## src/rtl/instr_sequencer.sv

```systemverilog
// Instruction sequencer: loadable program memory feeding DIN/run to the control unit,
// one instruction per done pulse, halt on opcode 111, watchdog on a missing done.
module instr_sequencer #(
    parameter  int DEPTH   = 16,
    parameter  int TIMEOUT = 8,
    localparam int AW      = $clog2(DEPTH)
) (
    input  logic          clk,
    input  logic          resetn,
    input  logic          start,
    input  logic          load_en,
    input  logic [AW-1:0] load_addr,
    input  logic [8:0]    load_data,
    input  logic          done,
    output logic          run,
    output logic [8:0]    din,
    output logic [AW-1:0] pc,
    output logic          busy,
    output logic          halted,
    output logic          timeout_err,
    output logic [15:0]   retired
);

    localparam int CW = (TIMEOUT > 2) ? $clog2(TIMEOUT) : 1;
    localparam logic [2:0] OP_MVI  = 3'b100;
    localparam logic [2:0] OP_HALT = 3'b111;

    typedef enum logic [2:0] {
        S_IDLE,
        S_FETCH,
        S_EXEC,
        S_HALTED,
        S_ERROR
    } state_t;

    state_t          r_state;
    logic [AW-1:0]   r_pc;
    logic [15:0]     r_retired;
    logic [CW-1:0]   r_exec_cnt;
    logic [2:0]      r_op;
    logic [8:0]      r_mem [DEPTH];

    logic [8:0]      w_word;
    logic            w_is_halt;
    logic            w_busy;

    assign w_word    = r_mem[r_pc];
    assign w_is_halt = (w_word[8:6] == OP_HALT);
    assign w_busy    = (r_state == S_FETCH) || (r_state == S_EXEC);

    assign run         = ((r_state == S_FETCH) && !w_is_halt) || (r_state == S_EXEC);
    assign din         = w_word;
    assign pc          = r_pc;
    assign busy        = w_busy;
    assign halted      = (r_state == S_HALTED);
    assign timeout_err = (r_state == S_ERROR);
    assign retired     = r_retired;

    // Program memory survives reset; writes are locked out while an instruction is in flight.
    always_ff @(posedge clk) begin
        if (load_en && !w_busy) begin
            r_mem[load_addr] <= load_data;
        end
    end

    always_ff @(posedge clk) begin
        if (!resetn) begin
            r_state    <= S_IDLE;
            r_pc       <= '0;
            r_retired  <= '0;
            r_exec_cnt <= '0;
        end else begin
            case (r_state)
                S_IDLE, S_HALTED, S_ERROR: begin
                    if (start) begin
                        r_pc      <= '0;
                        r_retired <= '0;
                        r_state   <= S_FETCH;
                    end
                end
                S_FETCH: begin
                    if (w_is_halt) begin
                        r_state <= S_HALTED;
                    end else begin
                        r_op       <= w_word[8:6];
                        r_pc       <= r_pc + 1'b1;
                        r_exec_cnt <= '0;
                        r_state    <= S_EXEC;
                    end
                end
                S_EXEC: begin
                    r_exec_cnt <= r_exec_cnt + 1'b1;
                    if (done) begin
                        if (r_retired != 16'hFFFF) begin
                            r_retired <= r_retired + 16'd1;
                        end
                        // MVI consumed the word at pc as its immediate, so step over it.
                        if (r_op == OP_MVI) begin
                            r_pc <= r_pc + 1'b1;
                        end
                        r_state <= S_FETCH;
                    end else if (r_exec_cnt == CW'(TIMEOUT - 1)) begin
                        r_state <= S_ERROR;
                    end
                end
                default: r_state <= S_IDLE;
            endcase
        end
    end

endmodule

```

## config.mk

```make
export PLATFORM = sky130hd
export DESIGN_NAME = instr_sequencer
export DESIGN_NICKNAME = d
export VERILOG_FILES = /design/src/rtl/instr_sequencer.sv
export SDC_FILE = /design/constraint.sdc
export NUM_CORES = 1
export LEC_CHECK = 0
export BUFFER_PORTS_ARGS = -buffer_cell sky130_fd_sc_hd__buf_2
export CAP_MARGIN = 20
export CELL_PAD_IN_SITES_DETAIL_PLACEMENT = 0
export CELL_PAD_IN_SITES_GLOBAL_PLACEMENT = 1
export CORE_MARGIN = 2
export CORE_UTILIZATION = 46
export DETAILED_ROUTE_END_ITERATION = 10
export GPL_ROUTABILITY_DRIVEN = 1
export PLACE_DENSITY = 0.77
export SYNTH_ARGS = -nofsm -noshare
export SYNTH_HDL_FRONTEND = slang
export SYNTH_SLANG_ARGS = --single-unit
```

## constraint.sdc

```tcl
create_clock -name clk -period 2.5 [get_ports clk]
set_clock_uncertainty 0.2 [all_clocks]
set_input_delay 0.125 -clock clk [delete_from_list [all_inputs] [get_ports clk]]
set_output_delay 0.125 -clock clk [all_outputs]
set_load 0.05 [all_outputs]
```

# After elaboration in Yosys (flattened, before gate mapping)
# Memories as Yosys holds them, arrays and structs flattened. A register that Yosys moved wholly into a read port is not among the register bits.
# Cells that the tools add are included.
[word_totals]
inputBits = 18
n_memories = 1
ramBits = 144
output_inout_bits = 33
word_cells = 60
regBits = 29
[memory_table]
columns = ["memory", "depth", "width", "rd", "rd_clocked_by_memory_dff", "write_ports", "line_no", "rtl"]
rows = [
  ["r_mem", 16, 9, 1, 1, 1, "41", "logic [8:0] r_mem [DEPTH];"],
]
[op_classes]
bitwise = 1
mux = 20
n_eq_ne = 14
add_sub_neg = 3
reduce_logical = 16
[op_table]
columns = ["cell", "count"]
rows = [
  ["$mux W16", 3],
  ["$pmux W16 S2", 1],
  ["$mux W4", 6],
  ["$add A16 B1 Y16 const B", 1],
  ["$ne A16 B16 Y1 const B", 1],
  ["$eq A3 B3 Y1 const B", 4],
  ["$mux W3", 4],
  ["$pmux W4 S3", 1],
  ["$pmux W3 S3", 1],
  ["$eq A3 B2 Y1 const B", 2],
  ["$ne A2 B2 Y1 const B", 3],
  ["$pmux W3 S2", 1],
  ["$reduce_and A5 Y1", 1],
  ["$add A4 B1 Y4 const B", 1],
  ["$ne A2 B1 Y1 const B", 2],
  ["$reduce_and A2 Y1", 2],
  ["$reduce_and A4 Y1", 1],
  ["$reduce_bool A2 Y1", 2],
  ["$add A3 B1 Y3 const B", 1],
  ["$eq A3 B1 Y1 const B", 1],
  ["$logic_not A3 Y1", 1],
  ["$mux W1", 3],
  ["$ne A3 B2 Y1 const B", 1],
  ["$reduce_and A3 Y1", 1],
  ["other kinds (6)", 9],
]

# Depth between registers and ports, before layout
[depth]
word_depth = 6
depth_mapped = 8
mapped_depth_nobuf = 6

# Worst setup path after synthesis
# OpenSTA, ideal clock, no wires.
[synth_path]
path_kind = "flip-flop to flip-flop"
start = "register r_state[1]"
end = "memory r_mem[0][0] (enable)"
synth_period_minus_slack_ns = 2.561
setup_ns = 0.387
path_slack_ns = -0.061
path_stages_with_launch = 6
required_ns = 1.913
path_buffers = 1
arrival_time_ns = 1.975
path_cell_list = "dfxtp_1 clkbuf_1 xnor2_1 o21ai_0 or3_1 nor3_1"
[synth_between]
elab_chain_len = 6
word_cells_on_any_way = 7
cone_classes = "eq/ne (2); mux (2); reduce/logical (3)"
[synth_rtl]
columns = ["element", "line_no", "rtl"]
rows = [
  ["from (decl)", "36", "state_t r_state;"],
  ["from (signal assigned)", "68", "r_state <= S_IDLE;"],
  ["from (signal assigned)", "78", "r_state <= S_FETCH;"],
  ["from (signal assigned)", "83", "r_state <= S_HALTED;"],
  ["$eq A3 B1 Y1 / $eq A3 B2 Y1 (equally long branches)", "49", "assign w_busy = (r_state == S_FETCH) || (r_state == S_EXEC);"],
  ["$logic_or A1 B1 Y1 (*)", "49", ""],
  ["$logic_not A1 Y1 (*)", "61", "if (load_en && !w_busy) begin"],
  ["$logic_and A1 B1 Y1 (*)", "61", ""],
  ["$mux W1 (*)", "61", ""],
  ["$mux W1 (implied by the code) (*)", "62", "r_mem[load_addr] <= load_data;"],
  ["to (decl)", "41", ""],
]
# Every way passes the cells marked *; elsewhere a longest branch is shown, timed or not.

==> impl_metrics.toml <==
[logic_synthesis]
synth_cells = 412
avgSynthCellArea_um2 = 17.38
ys_seq_area_share_pct = 70.02
synth_area_leaders = "edfxtp_1 62%, mux4_2 12%, dfxtp_1 8.4%, nor2_1 2.0%, xnor2_1 1.7%"
synth_top_area_share_pct = 61.64
synth_fp_nets = 434
async_flop_share_pct = 0
synth_flop_cell = "edfxtp_1"
syn_area_mm2 = 0.007162
yosys_register_bits = 177
synth_top_area_cell = "edfxtp_1"
synth_cell_types = 54
yosys_warnings = 0
synth_edf_count = 147

[critical_path]
required_ps = 2170
crit_type = "flip-flop to primary output"
slowest_delay_ps = 520
worstSetupEndpointType = "primary output"
cpMaxStageDelayCell = "mux4_2"
critPathLaunchType = "flip-flop"
worstPathMaxFanout = 8
worstPathCellList = "buf_8, buf_12, mux4_2, mux4_2, buf_8"
cp.arrival_ps = 2300

[global_route]
gr-usage-met1_pct = 26.08
grt_pass1_vias = 4182
grt_pass1_wl_um = 23600
grtUsageMet3_pct = 4.990
grt_max_degree = 21
busiest_layer = "met2"
gr-usage-all-layers_pct = 19.59
grt_overflow = 0
antenna_found_initial = 0
grtUsageMet2_pct = 31.96

[die]
die_h_um = 128.8
start_util_pct = 47.11
core_area_mm2 = 0.01520
num_rows = 45
ios = 51
die_x_um = 128.8
dieArea_mm2 = 0.01658

[placement]
hpwl_um = 9750
gp_congestion = 0.7738
io_buffers = 50
dp.cells = 677

[power_and_ir_drop]
clkPwrFrac_pct = 40.4
power_switching_mw = 1.474
p_sw_share_pct = 23.23
power_frac_comb_pct = 8.3
irDropWorstVdd_uv = 806.9
p_leak_nw = 2.980
p_per_area_mw_per_mm2 = 714.4
internal_power_mw = 4.872
total_power_mw = 6.346
power_frac_seq_pct = 51.3

[cts]
cts.sinks = 177
h-tree-depth = 4
cts_root_buffer = "clkbuf_16"
path_clk_slew_ps = 70
cts_buffers = 17
cts_buffer_depth = 2
cts_tree = "built"
clk_latency_ps = 430

[worst_hold_path]
hp-class = "input pin to flip-flop"
min_from = "load_addr[1]"

[timing]
setup_ws_ps = -125.9
setup_violations = 7
holdWs_ps = 54.27
clock.fmax_mhz = 380.8
slew_viol_final = 0
rsz0062_at_grt = "true"
max_slew_margin_pct = 61.56
tightest_slew_ps = 562.1
tns_ps = -765.8
hold_viol = 0
fin_crit_ps = 2626
post-route-period-util_pct = 105.0

[final_layout]
nets = 552
synthToLayoutAreaGrowth_pct = 24.02
n_antenna_cell = 0
layoutNonFillerInstCount = 731
drive_above_1_share_pct = 36.83

[routing]
drt_pass1_iterations = 5
vias = 4140
wirelength_um = 15090
routedWlPerCell_um = 20.64
drc = 0
drt_iter0_drc = 339
ant_nets = 0
vias_per_cell = 5.663

[run_status]
violations = "negative setup slack"
run_status = "complete, but fails checks"

[job]
max_cap_viol_count = 0
-- power groups by stage --
stage | combinational [mW] | sequential [mW] | clock, mW
final | 0.526 | 3.26 | 2.57
after global routing | 0.563 | 3.26 | 2.75
after CTS | 0.522 | 3.25 | 2.63
after detailed placement | 0.453 | 3.32 | 0
after global placement | 0.444 | 3.32 | 0
after floorplan | 0.290 | 3.31 | 0
-- stage by stage --
| stage | utilization, % | cell area [um2] | setup slack, ps |
|---|---|---|---|
| after floorplan | - | 7197 | 23.38 |
| after global placement | 52.31 | 7953 | 120.3 |
| after detailed placement | 52.31 | 7953 | 78.36 |
| after CTS | 58.09 | 8831 | -158.4 |
| after global routing | 58.43 | 8882 | -196.9 |
| final | 58.43 | 8882 | -125.9 |
-- cell families (layout without fill, tap and decap cells) --
family          count (synthesis)  count (layout)  synth area share (%)
xor+xnor                       14              14                 1.712
simple gates                  103             103                 7.390
compound gates                 41              41                 4.402
flops                         177             177                 70.02
buf+inv                        27             158                 1.852
mux                            46              46                 13.92
fa+ha+maj                       4               4                0.6988
-- critical path: cells and delay by family (launching register included) --
kind | cells | cell delay [ps]
buf+inv | 3 | 470
flops | 1 | 370
mux | 2 | 1030
-- synth_stat cells (all sizes together) (3+ instances only) --
cell     count
nand2b       3
a2111oi      4
a22oi        3
a21oi        7
inv         11
mux4        42
nand3       14
o21ai        4
nor3         8
nand2       17
xnor2       14
dfxtp       30
and3         3
edfxtp     147
and2         3
nor2        38
buf          9
a211oi       6
ha           4
mux2i        4
clkbuf       7
-- placed cells by master, fill, tap and decap left out, types with 3 or more instances in the layout --
| cell type | n |
|---|---|
| edfxtp_1 | 147 |
| a211oi_1 | 6 |
| inv_6 | 5 |
| buf_8 | 5 |
| a22oi_2 | 3 |
| buf_12 | 3 |
| nor2_1 | 38 |
| nand2b_1 | 3 |
| mux4_2 | 40 |
| buf_6 | 8 |
| a21oi_1 | 5 |
| dfxtp_2 | 8 |
| clkinv_4 | 4 |
| clkbuf_16 | 17 |
| nor3_1 | 7 |
| a2111oi_0 | 4 |
| dlygate4sd3_1 | 14 |
| xnor2_1 | 14 |
| nand3_1 | 10 |
| inv_1 | 11 |
| o21ai_1 | 3 |
| nand3_4 | 4 |
| dfxtp_1 | 21 |
| buf_4 | 43 |
| ha_1 | 4 |
| mux2i_1 | 4 |
| and3_1 | 3 |
| buf_2 | 41 |
| nand2_1 | 16 |
-- path summary, 6_finish.rpt --
| path | endpoint | slack (ps) | depth (start not counted) |
|---|---|---|---|
| setup / recovery | din[4] | -130 | 5 |
| hold / removal | r_mem[15][3]$_DFFE_PP_ | 50 | 3 |
| setup reg to reg | pc[2]$_SDFFE_PN0P_ | 60 | 8 |
| hold reg to reg | r_exec_cnt[0]$_SDFFE_PN0P_ | 280 | 2 |
-- registers in the layout, summed over array words and instances (netlist names), named ones only --
register / cells
r_mem: 144
retired: 16
pc: 4
r_exec_cnt: 3
r_op: 3
r_state: 3
-- timing repair --
item                                    CTS  global route
endpoints found under the setup margin    7            54
gates resized for setup                  33            11
setup buffers                             4             4
pin swaps                                 6             7
hold endpoints to repair                159             0
cloned                                    1             0
hold buffers                             14             0
-- final cells by class --
type | count | area, um2
Clock buffer | 17 | 425.4
Clock inverter | 15 | 150.1
Fill cell | 1149 | 6320
Inverter | 11 | 41.29
Multi-Input combinational cell | 208 | 2081
Sequential cell | 177 | 5029
Tap cell | 188 | 235.2
Timing Repair Buffer | 115 | 920.9
-- layer usage --
layer,wire length [um],part of all wire (%)
met1,6368,42
met2,7617,50
met3,909,6.0
met5,0,0
met4,191,1.3
Power figures use the tool's default switching activity.
